## config.mk

```make
export PLATFORM = sky130hd
export DESIGN_NAME = jk_bank_sequencer
export DESIGN_NICKNAME = d
export VERILOG_FILES = /design/src/rtl/jk_bank_sequencer.sv
export SDC_FILE = /design/constraint.sdc
export NUM_CORES = 1
export LEC_CHECK = 0
export ABC_AREA = 1
export CAP_MARGIN = 20
export CORE_UTILIZATION = 60
export CTS_BUF_LIST = sky130_fd_sc_hd__clkbuf_4
export DETAILED_ROUTE_END_ITERATION = 16
export DONT_BUFFER_PORTS = 1
export PLACE_DENSITY_LB_ADDON = 0.12
export SLEW_MARGIN = 10
export SYNTH_ARGS = -nofsm -noshare
export SYNTH_HDL_FRONTEND = slang
export SYNTH_SLANG_ARGS = --single-unit
```

## constraint.sdc

```tcl
create_clock -name clk -period 2.7 [get_ports clk]
set_input_delay 0.405 -clock clk [delete_from_list [all_inputs] [get_ports clk]]
set_output_delay 0.405 -clock clk [all_outputs]
set_load 0.01 [all_outputs]
```

## src/rtl/jk_bank_sequencer.sv

```systemverilog
// rtl/jk_bank_sequencer.sv - command-driven J/K drive sequencer for a WIDTH-bit JK flip-flop bank
// Owns the bank state q and applies one latched op for cmd_repeat+1 cycles.
module jk_bank_sequencer #(
  parameter int WIDTH = 4
) (
  input  logic             clk,
  input  logic             reset,
  input  logic             cmd_valid,
  output logic             cmd_ready,
  input  logic [2:0]       cmd_op,
  input  logic [WIDTH-1:0] cmd_mask,
  input  logic [WIDTH-1:0] cmd_data,
  input  logic [3:0]       cmd_repeat,
  input  logic             abort,
  output logic [WIDTH-1:0] j,
  output logic [WIDTH-1:0] k,
  output logic [WIDTH-1:0] q,
  output logic             busy,
  output logic             done
);

  typedef enum logic [1:0] {
    S_IDLE  = 2'd0,
    S_APPLY = 2'd1,
    S_DONE  = 2'd2
  } state_t;

  localparam logic [2:0] OP_HOLD   = 3'b000;
  localparam logic [2:0] OP_SET    = 3'b001;
  localparam logic [2:0] OP_CLEAR  = 3'b010;
  localparam logic [2:0] OP_TOGGLE = 3'b011;
  localparam logic [2:0] OP_UP     = 3'b100;
  localparam logic [2:0] OP_DOWN   = 3'b101;
  localparam logic [2:0] OP_LOAD   = 3'b110;

  state_t           r_state;
  state_t           w_state_next;
  logic [WIDTH-1:0] r_q;
  logic [3:0]       r_cnt;
  logic [2:0]       r_op;
  logic [WIDTH-1:0] r_mask;
  logic [WIDTH-1:0] r_data;

  logic [WIDTH-1:0] w_t_up;
  logic [WIDTH-1:0] w_t_dn;
  logic [WIDTH-1:0] w_j;
  logic [WIDTH-1:0] w_k;
  logic [WIDTH-1:0] w_j_app;
  logic [WIDTH-1:0] w_k_app;
  logic [WIDTH-1:0] w_q_next;
  logic             w_accept;

  // Ripple-carry toggle enables: bit i flips when every lower bit is 1 (up) or 0 (down).
  always_comb begin
    logic w_all_one;
    logic w_all_zero;
    w_t_up     = '0;
    w_t_dn     = '0;
    w_all_one  = 1'b1;
    w_all_zero = 1'b1;
    for (int i = 0; i < WIDTH; i++) begin
      w_t_up[i]  = r_mask[i] & w_all_one;
      w_t_dn[i]  = r_mask[i] & w_all_zero;
      w_all_one  = w_all_one & r_q[i];
      w_all_zero = w_all_zero & ~r_q[i];
    end
  end

  always_comb begin
    w_j = '0;
    w_k = '0;
    if (r_state == S_APPLY) begin
      case (r_op)
        OP_SET:    w_j = r_mask;
        OP_CLEAR:  w_k = r_mask;
        OP_TOGGLE: begin w_j = r_mask; w_k = r_mask; end
        OP_UP:     begin w_j = w_t_up; w_k = w_t_up; end
        OP_DOWN:   begin w_j = w_t_dn; w_k = w_t_dn; end
        OP_LOAD:   begin w_j = r_mask & r_data; w_k = r_mask & ~r_data; end
        OP_HOLD:   ;
        default:   ;
      endcase
    end
  end

  // Abort suppresses the bank update internally so j/k stay free of any input-to-output path.
  assign w_j_app  = abort ? '0 : w_j;
  assign w_k_app  = abort ? '0 : w_k;
  assign w_q_next = (w_j_app & ~r_q) | (~w_k_app & r_q);
  assign w_accept = (r_state == S_IDLE) && cmd_valid;

  always_ff @(posedge clk or negedge reset) begin
    if (!reset) begin
      r_state <= S_IDLE;
    end else begin
      r_state <= w_state_next;
    end
  end

  always_comb begin
    w_state_next = r_state;
    case (r_state)
      S_IDLE:  if (cmd_valid) w_state_next = S_APPLY;
      S_APPLY: if (abort || (r_cnt == 4'd0)) w_state_next = S_DONE;
      S_DONE:  w_state_next = S_IDLE;
      default: w_state_next = S_IDLE;
    endcase
  end

  always_ff @(posedge clk or negedge reset) begin
    if (!reset) begin
      r_q    <= '0;
      r_cnt  <= '0;
      r_op   <= '0;
      r_mask <= '0;
      r_data <= '0;
    end else begin
      r_q <= w_q_next;
      if (w_accept) begin
        r_op   <= cmd_op;
        r_mask <= cmd_mask;
        r_data <= cmd_data;
        r_cnt  <= cmd_repeat;
      end else if ((r_state == S_APPLY) && (r_cnt != 4'd0)) begin
        r_cnt <= r_cnt - 4'd1;
      end
    end
  end

  assign j         = w_j;
  assign k         = w_k;
  assign q         = r_q;
  assign cmd_ready = (r_state == S_IDLE);
  assign busy      = (r_state != S_IDLE);
  assign done      = (r_state == S_DONE);

endmodule

```

# After elaboration in Yosys (flattened, before gate mapping)
# Index checks and enable logic that the tools add are counted.
# word_totals
register_bits,21
out_inout_bits,15
in_bits,19
# classes
bitwise_logic,21
reduce_logical,11
n_eq_ne,10
muxes,11
addsub,1
# ops
operator,count
4-bit one-hot mux with 4 select lines,2
4-bit two-way mux,6
4-bit AND,4
4-bit inverter,3
1-bit AND,10
3-bit == test (second input constant),3
3-bit by 2-bit == test with 1-bit output (second input constant),2
4-bit zero test,1
2-bit two-way mux,2
4-bit OR,1
2-bit one-hot mux with 2 select lines,1
2-bit nonzero test,2
4-bit nonzero test,1
2-bit OR reduction,2
4-bit by 1-bit subtractor with 4-bit output (second input constant),1
3-bit by 1-bit == test with 1-bit output (second input constant),1
1-bit inverter,3
2-bit by 1-bit == test with 1-bit output (second input constant),1
2-bit == test (second input constant),1
1-bit logical AND,2
2-bit zero test,1
2-bit by 1-bit inequality test with 1-bit output (second input constant),1
2-bit inequality test (second input constant),1
2-bit AND reduction,1
1-bit logical OR,1

# Depth between registers and ports, before layout
# logic_depth
ltp_word,10
mapped_depth,9

# Worst setup path after synthesis
# Ideal clock, no wire load.
# synth_path
kind,reg2out
startpoint,reg r_op[0]
endpoint,out j[3]
n_path_buf,0
stages_incl_launch_ff,6
setup_slack_ns,1.203
t_arrival_ns,1.092
cell_sequence,dfrtp_1 inv_1 nand3_1 o21ai_0 nand2_1 a21oi_1
# synth_via
elab_chain_len,4
# synth_lines
item,line,text
"start, declared",40,logic [2:0] r_op;
"start signal, assigned",120,r_op <= cmd_op;
3-bit by 2-bit == test with 1-bit output / 3-bit by 1-bit == test with 1-bit output (equally long branches),73,case (r_op)
2-bit OR reduction (no line),--,
4-bit one-hot mux with 4 select lines (*),73,
4-bit two-way mux (*),72,if (r_state == S_APPLY) begin
"end, declared",15,"output logic [WIDTH-1:0] j,"
# Mark *: on every way between the ends. The rest lies on a longest branch, timed or not.

# Final worst setup path
# Ends and elaborated chain as after synthesis.

==> results.md <==
* Num ports at 34
* Yosys top cell by area: dfrtp_1
* Final ANT Viol Nets at 0
* Final Hold Vio Count at 0
* CP top delay family: compound AO/OA/AOI/OAI gates
* Most used flip-flop cell after synthesis: dfrtp_1
* Final WL at roughly 2600 um
* Crit Path Category: reg2out
* Worst setup SP type: register
* Chip Height at 49.5 um
* Layout area overhead at 3.52%
* Worst-Skew Late Latency at about 0.3 ns
* Worst Hold Launch: abort
* PwrDens at between 1000 and 1500 nW/um2
* First-pass GRT wire length at ~4500 um
* Hold path cells at 1
* R2R depth at 7
* Slew at the pin with the worst max-slew slack at between 0.9 and 1 ns
* Initial antenna violation count at 0
* Top cells by count, synth: nand2_1, dfrtp_1, inv_1
* Hold endpoint: r_state[0]
* Netlist Area Pre-Place at 1350 um2
* Area contributors post-synth: dfrtp_1, nand2_1, o21ai_2
* Vias in the first global route at ~990
* Flop and latch count out of synthesis at 21
* Clk sinks at 21
* Post-synth top area share at between 30 and 40%
* Max VDD drop at around 0.7 mV
* Slew Viols, Final at 0
* Final TNS setup at 0 ns
* Final period util at about 74%
* Ys Warns at 0
* Post-synth ARST share at 100%
* Post-place setup slack at 1.09 ns
* Drt wl/cell at ~12 um
* 1st-pass router iterations at 5
* 1st-iter DRT viols at 32
* Max Clk Rate at about 500 MHz
* Synth unique cells at 27
* Inserted Clock Buffers at 3
* Fillers at 185
* Grt ovf at 0
* Max-Cap Viols at 0
* Fin crit period at between 1.5 and 2 ns
* Num rows at 16
* Clock-pin transition on the worst setup and hold timing paths at roughly 0.12 ns
* Static Leak at roughly 0.69 nW
* Post-synth EDFFs at 0
* Final-report setup violation count at 0
* Worst hold slack at between 0.2 and 0.25 ns
* Worst setup EP type: output pin
* RR Endpoint: r_cnt[3]
* Maximum clock path buffer count at 2
* RSZ-0062 raised after global routing: no
* Slew headroom at approximately 38%
* Worst r2r src: r_cnt[0]
* Vias per cell at between 5 and 6
* Mean Syn Cell Area at ~7.6 um2
* GR Util All Layers at between 20% and 30%
* CTS tree: yes
* Diode count at 0
* Sequential fraction of the synthesis area at 38.9%
* Skew final at 0.00121 ns
* DIE WIDTH at between 40 and 50 um
* Max incr delay on CP at about 0.42 ns
* H-tree depth at 1
* Final Worst Setup Slack at a little over 0.7 ns
* Port Buffers at 0
* DP HPWL at ~1900 um
* GP Congestion at roughly 0.89
* Initial Utilization at around two thirds
* WP data arrival at approximately 1.6 ns
* Clk root buf: clkbuf_4
* Vias at roughly 1.1k
* FF-to-FF setup slack at ~1.2 ns
* DRC at 0
* Most common cell in the netlist: nand2_1
* CP required at 2.30 ns
* Synth Net Count at 197
* Status: complete, no violations
* Crit path max-delay cell type: dfrtp_1
* WP buf/inv at 1
* Core area at around 2000 um2
* Worst hold path class: in2reg
* Nets at ~200
* CP cell instances: inv_1, nand3_1, o21ai_0, nand2_1, a21oi_1
* Critical path fanouts, max at 5
* Layout cell share with drive strength beyond 1 at 20.0%
* DIE AREA at 2450 um2
* Largest net degree at the start of global routing at 27
* Post-Synthesis Cells at ~180
[cell type report]
cell class	count	area (um2)	area share, %
Sequential cell	21	526	37.5
Tap cell	27	33.8	2.41
Multi-Input combinational cell	127	692	49.4
Inverter	27	109	7.77
Clock buffer	4	30.0	2.14
Timing Repair Buffer	1	10.0	0.715
[stage by stage]
step / util, % / std cells / cell area, um2 / power (W)
2_1_floorplan: - / 177 / 1350 / 0.00139
3_3_place_gp: 66.6 / 202 / 1360 / 0.00149
3_5_place_dp: 66.6 / 202 / 1360 / 0.00153
4_1_cts: 68.6 / 207 / 1400 / 0.00170
5_1_grt: 68.6 / 207 / 1400 / 0.00187
6_report: 68.6 / 207 / 1400 / 0.00170
[report_power, final]
part           internal, W  switching, W
Combinational     0.000315      0.000617
Clock            0.0000677     0.0000956
Sequential        0.000464      0.000137
Total             0.000847      0.000850
[cells in the final DEF (no fill, tap or decap), drive strengths merged]
cell / count
and3: 1
dfrtp: 21
dlygate4sd3: 1
inv: 27
ha: 1
o21ai: 19
and2: 4
nand4: 5
nand2: 51
nor2: 21
nand3: 17
o211ai: 3
clkbuf: 4
a21oi: 5
[how the worst max path moves through the flow]
stage	startpoint	to	cells after the start	slack, ns
CTS	r_op[0]	j[3]	5	0.73
global placement	r_op[0]	j[3]	5	1.13
finish	r_op[0]	j[3]	5	0.71
global route	r_op[0]	j[3]	5	0.60
detailed placement	r_op[0]	j[3]	5	1.09
floorplan	r_op[0]	j[3]	5	1.20
[metal layers]
metal  track usage (%)  wire length [um]  up-vias  share of wire (%)
met5                 0                 0        -                  0
met4              8.57                31        0                1.2
met3              5.25               151        4                5.9
met2              34.2              1110       40                 43
met1              36.5              1260      529                 49
li1                  -                 -      573                  -
[worst reg2reg max path, stage by stage (launching register included)]
cell and delay [ns]:
dfrtp_1 0.39, inv_1 0.13, ha_1 0.22, nand3_1 0.14
nand2_1 0.16, nand2_4 0.09, o211ai_1 0.10, o21ai_0 0.10
[what timing repair did]
item                                   CTS  global route
gates resized for setup                  0             0
setup buffers                            0             0
endpoints found under the hold margin   21             0
hold buffers                             1             0
[registers in the layout, summed over array words and instances (netlist names)]
name,flops
q,4
r_cnt,4
r_data,4
r_mask,4
r_op,3
r_state,2
[cell families after synthesis]
group                      Yosys count  share of synthesized area, %
adders and majority gates            1                         0.925
and+or+nand+nor                     99                          36.4
AOI/OAI and AO/OA                   27                          13.9
DFF                                 21                          38.9
buffers and inverters               29                          9.99
No activity file was read; power rests on OpenSTA's default activity.
